`src/rtl/nabp_angle_sequencer_pkg.sv`:
```
// ============================================================================
// Module  : nabp_angle_sequencer_pkg
// Brief   : Shared constants, sector encodings and FSM state encoding for the
//           NABP projection-angle sequencer.
// Rev     : 1.0 - initial release
// ============================================================================
`default_nettype none

package nabp_angle_sequencer_pkg;

    localparam int kAngleLength = 9;
    localparam int kAngle45     = 45;
    localparam int kAngle90     = 90;
    localparam int kAngle135    = 135;
    localparam int kAngle180    = 180;

    typedef enum logic [1:0] {
        SECTOR_A = 2'd0,
        SECTOR_B = 2'd1,
        SECTOR_C = 2'd2,
        SECTOR_D = 2'd3
    } sector_e;

    typedef enum logic [1:0] {
        ST_IDLE   = 2'd0,
        ST_ISSUE  = 2'd1,
        ST_WAIT   = 2'd2,
        ST_FINISH = 2'd3
    } state_e;

endpackage

`default_nettype wire

```
`src/rtl/nabp_angle_step_counter.sv`:
```
// ============================================================================
// Module  : nabp_angle_step_counter
// Brief   : Load/increment angle register with registered last-angle flag.
// Rev     : 1.0 - initial release
// ============================================================================
`default_nettype none

module nabp_angle_step_counter #(
    parameter int kAngleLength = nabp_angle_sequencer_pkg::kAngleLength,
    parameter int kAngleStart  = 0,
    parameter int kAngleStep   = 1,
    parameter int kAngleEnd    = nabp_angle_sequencer_pkg::kAngle180
) (
    input  logic                    clk_i,
    input  logic                    reset_i,
    input  logic                    load_i,
    input  logic                    incr_i,
    output logic [kAngleLength-1:0] angle_o,
    output logic [kAngleLength-1:0] angle_next_o,
    output logic                    last_angle_o
);
    import nabp_angle_sequencer_pkg::*;

    localparam logic [kAngleLength:0] kStartExt    = (kAngleLength+1)'(kAngleStart);
    localparam logic [kAngleLength:0] kStepExt     = (kAngleLength+1)'(kAngleStep);
    localparam logic [kAngleLength:0] kEndExt      = (kAngleLength+1)'(kAngleEnd);
    localparam logic                  kLastAtStart = ((kStartExt + kStepExt) >= kEndExt);

    logic [kAngleLength-1:0] angle_q;
    logic [kAngleLength-1:0] angle_d;
    logic                    last_q;
    logic                    last_d;
    logic [kAngleLength:0]   next_ext;

    // One extra bit on the sum keeps the end comparison free of wrap-around.
    always_comb begin
        next_ext = {1'b0, angle_q};
        if (load_i) begin
            next_ext = kStartExt;
        end else if (incr_i) begin
            next_ext = {1'b0, angle_q} + kStepExt;
        end
        angle_d = next_ext[kAngleLength-1:0];
        last_d  = ((next_ext + kStepExt) >= kEndExt);
    end

    always_ff @(posedge clk_i) begin
        if (reset_i) begin
            angle_q <= kStartExt[kAngleLength-1:0];
            last_q  <= kLastAtStart;
        end else begin
            angle_q <= angle_d;
            last_q  <= last_d;
        end
    end

    assign angle_o      = angle_q;
    assign angle_next_o = angle_d;
    assign last_angle_o = last_q;

endmodule

`default_nettype wire

```
`src/rtl/nabp_angle_sequencer.sv`:
```
// ============================================================================
// Module  : nabp_angle_sequencer
// Brief   : Steps the projection angle through a sweep with valid/ready issue
//           and done-driven advance; reports sector and sector-change strobe.
// Rev     : 1.0 - initial release
// ============================================================================
`default_nettype none

module nabp_angle_sequencer #(
    parameter int kAngleLength = nabp_angle_sequencer_pkg::kAngleLength,
    parameter int kAngleStart  = 0,
    parameter int kAngleStep   = 1,
    parameter int kAngleEnd    = nabp_angle_sequencer_pkg::kAngle180,
    parameter int kAngle45     = nabp_angle_sequencer_pkg::kAngle45,
    parameter int kAngle90     = nabp_angle_sequencer_pkg::kAngle90,
    parameter int kAngle135    = nabp_angle_sequencer_pkg::kAngle135
) (
    input  logic                    clk_i,
    input  logic                    reset_i,
    input  logic                    start_i,
    input  logic                    abort_i,
    input  logic                    angle_ready_i,
    input  logic                    angle_done_i,
    output logic [kAngleLength-1:0] angle_o,
    output logic                    angle_valid_o,
    output logic [1:0]              sector_o,
    output logic                    sector_start_o,
    output logic                    last_angle_o,
    output logic                    busy_o,
    output logic                    done_o
);
    import nabp_angle_sequencer_pkg::*;

    if ((kAngleStart >= kAngleEnd) || (kAngleStep < 1)) begin : g_bad_sweep
        $error("nabp_angle_sequencer: illegal sweep (start >= end or step < 1)");
    end

    localparam logic [kAngleLength-1:0] kT45   = kAngleLength'(kAngle45);
    localparam logic [kAngleLength-1:0] kT90   = kAngleLength'(kAngle90);
    localparam logic [kAngleLength-1:0] kT135  = kAngleLength'(kAngle135);
    localparam logic [kAngleLength-1:0] kStart = kAngleLength'(kAngleStart);

    function automatic sector_e sector_of(input logic [kAngleLength-1:0] a);
        if (a < kT45)       return SECTOR_A;
        else if (a < kT90)  return SECTOR_B;
        else if (a < kT135) return SECTOR_C;
        else                return SECTOR_D;
    endfunction

    state_e                  state_q, state_d;
    sector_e                 sector_q, sector_next;
    logic                    sector_start_q, sector_start_d;
    logic                    load, incr;
    logic                    last_angle;
    logic [kAngleLength-1:0] angle_next;

    nabp_angle_step_counter #(
        .kAngleLength (kAngleLength),
        .kAngleStart  (kAngleStart),
        .kAngleStep   (kAngleStep),
        .kAngleEnd    (kAngleEnd)
    ) u_counter (
        .clk_i        (clk_i),
        .reset_i      (reset_i),
        .load_i       (load),
        .incr_i       (incr),
        .angle_o      (angle_o),
        .angle_next_o (angle_next),
        .last_angle_o (last_angle)
    );

    // abort wins over both the handshake and angle_done in the same cycle.
    always_comb begin
        state_d = state_q;
        load    = 1'b0;
        incr    = 1'b0;
        case (state_q)
            ST_IDLE: begin
                if (start_i) begin
                    state_d = ST_ISSUE;
                    load    = 1'b1;
                end
            end
            ST_ISSUE: begin
                if (abort_i)            state_d = ST_IDLE;
                else if (angle_ready_i) state_d = ST_WAIT;
            end
            ST_WAIT: begin
                if (abort_i) begin
                    state_d = ST_IDLE;
                end else if (angle_done_i) begin
                    if (last_angle) begin
                        state_d = ST_FINISH;
                    end else begin
                        state_d = ST_ISSUE;
                        incr    = 1'b1;
                    end
                end
            end
            ST_FINISH: state_d = ST_IDLE;
            default:   state_d = ST_IDLE;
        endcase
    end

    assign sector_next    = sector_of(angle_next);
    assign sector_start_d = load | (incr & (sector_next != sector_q));

    always_ff @(posedge clk_i) begin
        if (reset_i) begin
            state_q        <= ST_IDLE;
            sector_q       <= sector_of(kStart);
            sector_start_q <= 1'b0;
        end else begin
            state_q        <= state_d;
            sector_q       <= sector_next;
            sector_start_q <= sector_start_d;
        end
    end

    assign angle_valid_o  = (state_q == ST_ISSUE);
    assign busy_o         = (state_q != ST_IDLE);
    assign done_o         = (state_q == ST_FINISH);
    assign sector_o       = sector_q;
    assign sector_start_o = sector_start_q;
    assign last_angle_o   = last_angle;

endmodule

`default_nettype wire

```
`config.mk`:
```
export PLATFORM = sky130hd
export DESIGN_NAME = nabp_angle_sequencer
export DESIGN_NICKNAME = d
export VERILOG_FILES = /design/src/rtl/nabp_angle_sequencer_pkg.sv /design/src/rtl/nabp_angle_step_counter.sv /design/src/rtl/nabp_angle_sequencer.sv
export SDC_FILE = /design/constraint.sdc
export NUM_CORES = 1
export LEC_CHECK = 0
export CAP_MARGIN = 20
export CORE_ASPECT_RATIO = 1.75
export CORE_UTILIZATION = 25
export DETAILED_ROUTE_END_ITERATION = 10
export PLACE_DENSITY = 0.55
export SYNTH_ARGS = -nofsm -noshare
export SYNTH_HDL_FRONTEND = slang
export SYNTH_HIERARCHICAL = 1
export SYNTH_SLANG_ARGS = --single-unit
```
`constraint.sdc`:
```
create_clock -name clk_i -period 6.25 [get_ports clk_i]
set_clock_uncertainty 0.05 [all_clocks]
set_input_delay 0.625 -clock clk_i [delete_from_list [all_inputs] [get_ports clk_i]]
set_output_delay 0.625 -clock clk_i [all_outputs]
set_load 0.02 [all_outputs]
```
==> flow_summary_export.csv <==
group,metric,value,unit
power,ir_drop,0.0934,mV
worst_hold_path,hp-start,"state_q[1]",
synth,ys.warnings.count,6,
critical_path,cp_max_fo,9,
floorplanning,die_width,49.2,um
floorplanning,core_area,3660,um2
flow_run,drv_cap,0,
detailed_routing,routedWlPerCell,13.2,um
finish,diodes,0,
placement,io_buffers,21,
power,power.density,156,nW/um2
detailed_routing,drtPass1Iterations,4,
finish,num-nets-final,145,
sta,rsz0062_at_grt,"no",
synth,ys_ff_latch,15,
clock_tree,cts_max_level,1,
floorplanning,boundaryPins,22,
sta,fmax,259,MHz
clock_tree,numCtsBuffers,3,
critical_path,end_kind,"flop",
clock_tree,clock-sinks,15,
critical_path,critPathLaunchType,"input port",
global_routing,grt_pass1_vias,942,
sta,relSlewSlack,0.427,
clock_tree,clk_path_buf_depth,2,
global_routing,grt-ovfl-total,0,
floorplanning,rows,29,
synth,syn-num-nets,122,
global_routing,grt_pass1_wl,4010,um
global_routing,grt_use_total,0.121,
detailed_routing,wirelength,2410,um
critical_path,startpoint,"angle_done_i",
detailed_routing,route.detailed.drc,0,
global_routing,grt_max_degree,16,
detailed_routing,drt_iter0_markers,18,
clock_tree,cts_hold_buf,0,
sta,finalHoldViolCount,0,
worst_hold_path,hp-class,"reg2reg",
sta,finalSetupViolCount,0,
detailed_routing,ant_nets,0,
floorplanning,die-area,4160,um2
critical_path,crit_type,"in2reg",
synth,seq_area_frac_synth,0.308,
clock_tree,clk_pin_slew,0.06,ns
finish,final_layout_size_suffix_gt1_frac,0.124,
sta,fin_crit_sh,0.618,
synth,syn_inst,115,
sta,worstMarginPinSlew,0.853,ns
finish,final_common_cell,"clkdlybuf4s50_1",
power,p_total,0.000196,W
global_routing,antenna_found_initial,0,
clock_tree,ctsResizeCount,0,
clock_tree,ctsRootBufferMaster,"clkbuf_8",
floorplanning,start_util,0.266,
critical_path,cp.arrival,3.97,ns
finish,final_cell_mix,"21 x clkdlybuf4s50_1, 19 x nor2_1, 15 x dfxtp_1",
floorplanning,die_h,84.6,um
placement,hpwl,1810,um
placement,routabilityCongestion,0.892,
clock_tree,cts_tree,"built",
placement,dp_cells,179,
sta,layout_min_cycle_time,3.86,ns
finish,layout.cells.non_filler,183,
critical_path,r2r_start,"state_q[1]",
power,cellLeakagePower,0.434,nW
synth,postSynthAreaPerCell,8.48,um2
status,outcome,"completed",
sta,tns,0,ns
detailed_routing,vias,951,
critical_path,required,6.36,ns
finish,area_growth_syn_to_layout,29.4,%
detailed_routing,via_per_inst,5.20,
synth,synth_cell_types,44,
sta,maxSlewViolCount,0,
clock_tree,post-cts-setup-buffers,0,
synth,synthesis.area,975,um2
clock_tree,clock_latency,0.24,ns
[critical path, stage by stage]
cell and delay (ns):
clkdlybuf4s50_1 0.50, nand2b_1 0.08, nor3_1 0.66, and3_4 0.35, nand4_1 0.12, xor2_1 0.25
nor2_1 0.14, nor4_1 0.39, o21ai_0 0.17, a2111oi_0 0.37, nor4bb_2 0.31
[layer usage]
metal / track usage / share of wire
met1: 0.138 / 0.44
met2: 0.210 / 0.49
met3: 0.0127 / 0.038
met4: 0.0722 / 0.027
met5: 0 / 0
[power breakdown]
part / internal, W / switching (W) / total, W / leakage [nW]
combinational: 0.00000958 / 0.00000987 / 0.0000194 / 0.290
sequential: 0.0000965 / 0.00000117 / 0.0000976 / 0.121
clock: 0.0000450 / 0.0000341 / 0.0000791 / 0.0228
[stage by stage]
step                cell area, um2  utilization  setup WS, ns  hold WS, ns
CTS                           1260        0.344          2.42        0.591
global placement              1220        0.332          2.35        0.571
finish                        1260        0.344          2.39        0.581
detailed placement            1220        0.332          2.19        0.562
global route                  1260        0.344          1.99        0.613
floorplan                      975            -          3.44        0.522
[logic make-up (layout without fill, tap and decap cells)]
kind of cell    Yosys count  in the layout  share of synthesized area
flops                    15             15                      0.308
simple gates             60             60                      0.365
compound gates           20             20                      0.159
fa+ha+maj                 1              1                     0.0128
buf+inv                   7             29                     0.0424
mux                       4              4                     0.0411
xor+xnor                  8              8                     0.0719
[cell usage after synthesis]
cell       number  area, um2
mux2i_1         4       40.0
buf_6           2       22.5
ha_1            1       12.5
and4bb_1        1       12.5
a41oi_1         1       8.76
nor2b_1         3       18.8
nand3_1         1       5.00
and3_1          1       6.26
or2b_1          1       7.51
a2111oi_0       1       8.76
nor4_1          2       12.5
and4_4          1       11.3
o2111ai_1       1       8.76
and2b_2         1       8.76
o2111a_1        1       11.3
nand4_1         4       25.0
o21a_1          1       7.51
nor2_1         19       71.3
nand2_1         8       30.0
a32o_2          1       11.3
a211oi_1        1       7.51
a32oi_1         1       8.76
nor4bb_2        1       16.3
xor2_1          2       17.5
and3_4          2       22.5
clkbuf_1        1       3.75
nor3b_1         2       15.0
o22ai_1         1       6.26
o21ai_0         2       10.0
or2_2           2       12.5
nand4_2         1       12.5
and2_2          1       7.51
o21ai_1         1       5.00
or3b_4          1       11.3
xnor2_1         6       52.6
a2111oi_2       1       15.0
a21oi_1         5       25.0
a211oi_2        1       12.5
nor3_1          5       25.0
nor2_4          1       11.3
dfxtp_1        15        300
nand2b_1        2       12.5
a2bb2oi_1       1       8.76
inv_1           4       15.0
[final cells by class]
class	count	area, um2
Timing Repair Buffer	21	210
Sequential cell	15	300
Clock buffer	4	45.0
Multi-Input combinational cell	93	633
Tap cell	46	57.6
Inverter	4	15.0
Fill cell	380	2400
[registers in the layout (all words and copies together) (netlist names)]
| register | count |
|---|---|
| u_counter/last_angle_o | 1 |
| sector_o | 2 |
| u_counter/angle_o | 9 |
| sector_start_o | 1 |
| state_q | 2 |
[final timing paths]
path	endpoint	cells past startpoint	slack (ns)
worst min-delay path	state_q[0]	2	0.58
worst max register to register	sector_start_o	10	2.61
worst max-delay path	sector_start_o	11	2.39
worst min register to register	state_q[0]	2	0.58
(Power assumes the default switching activity.)
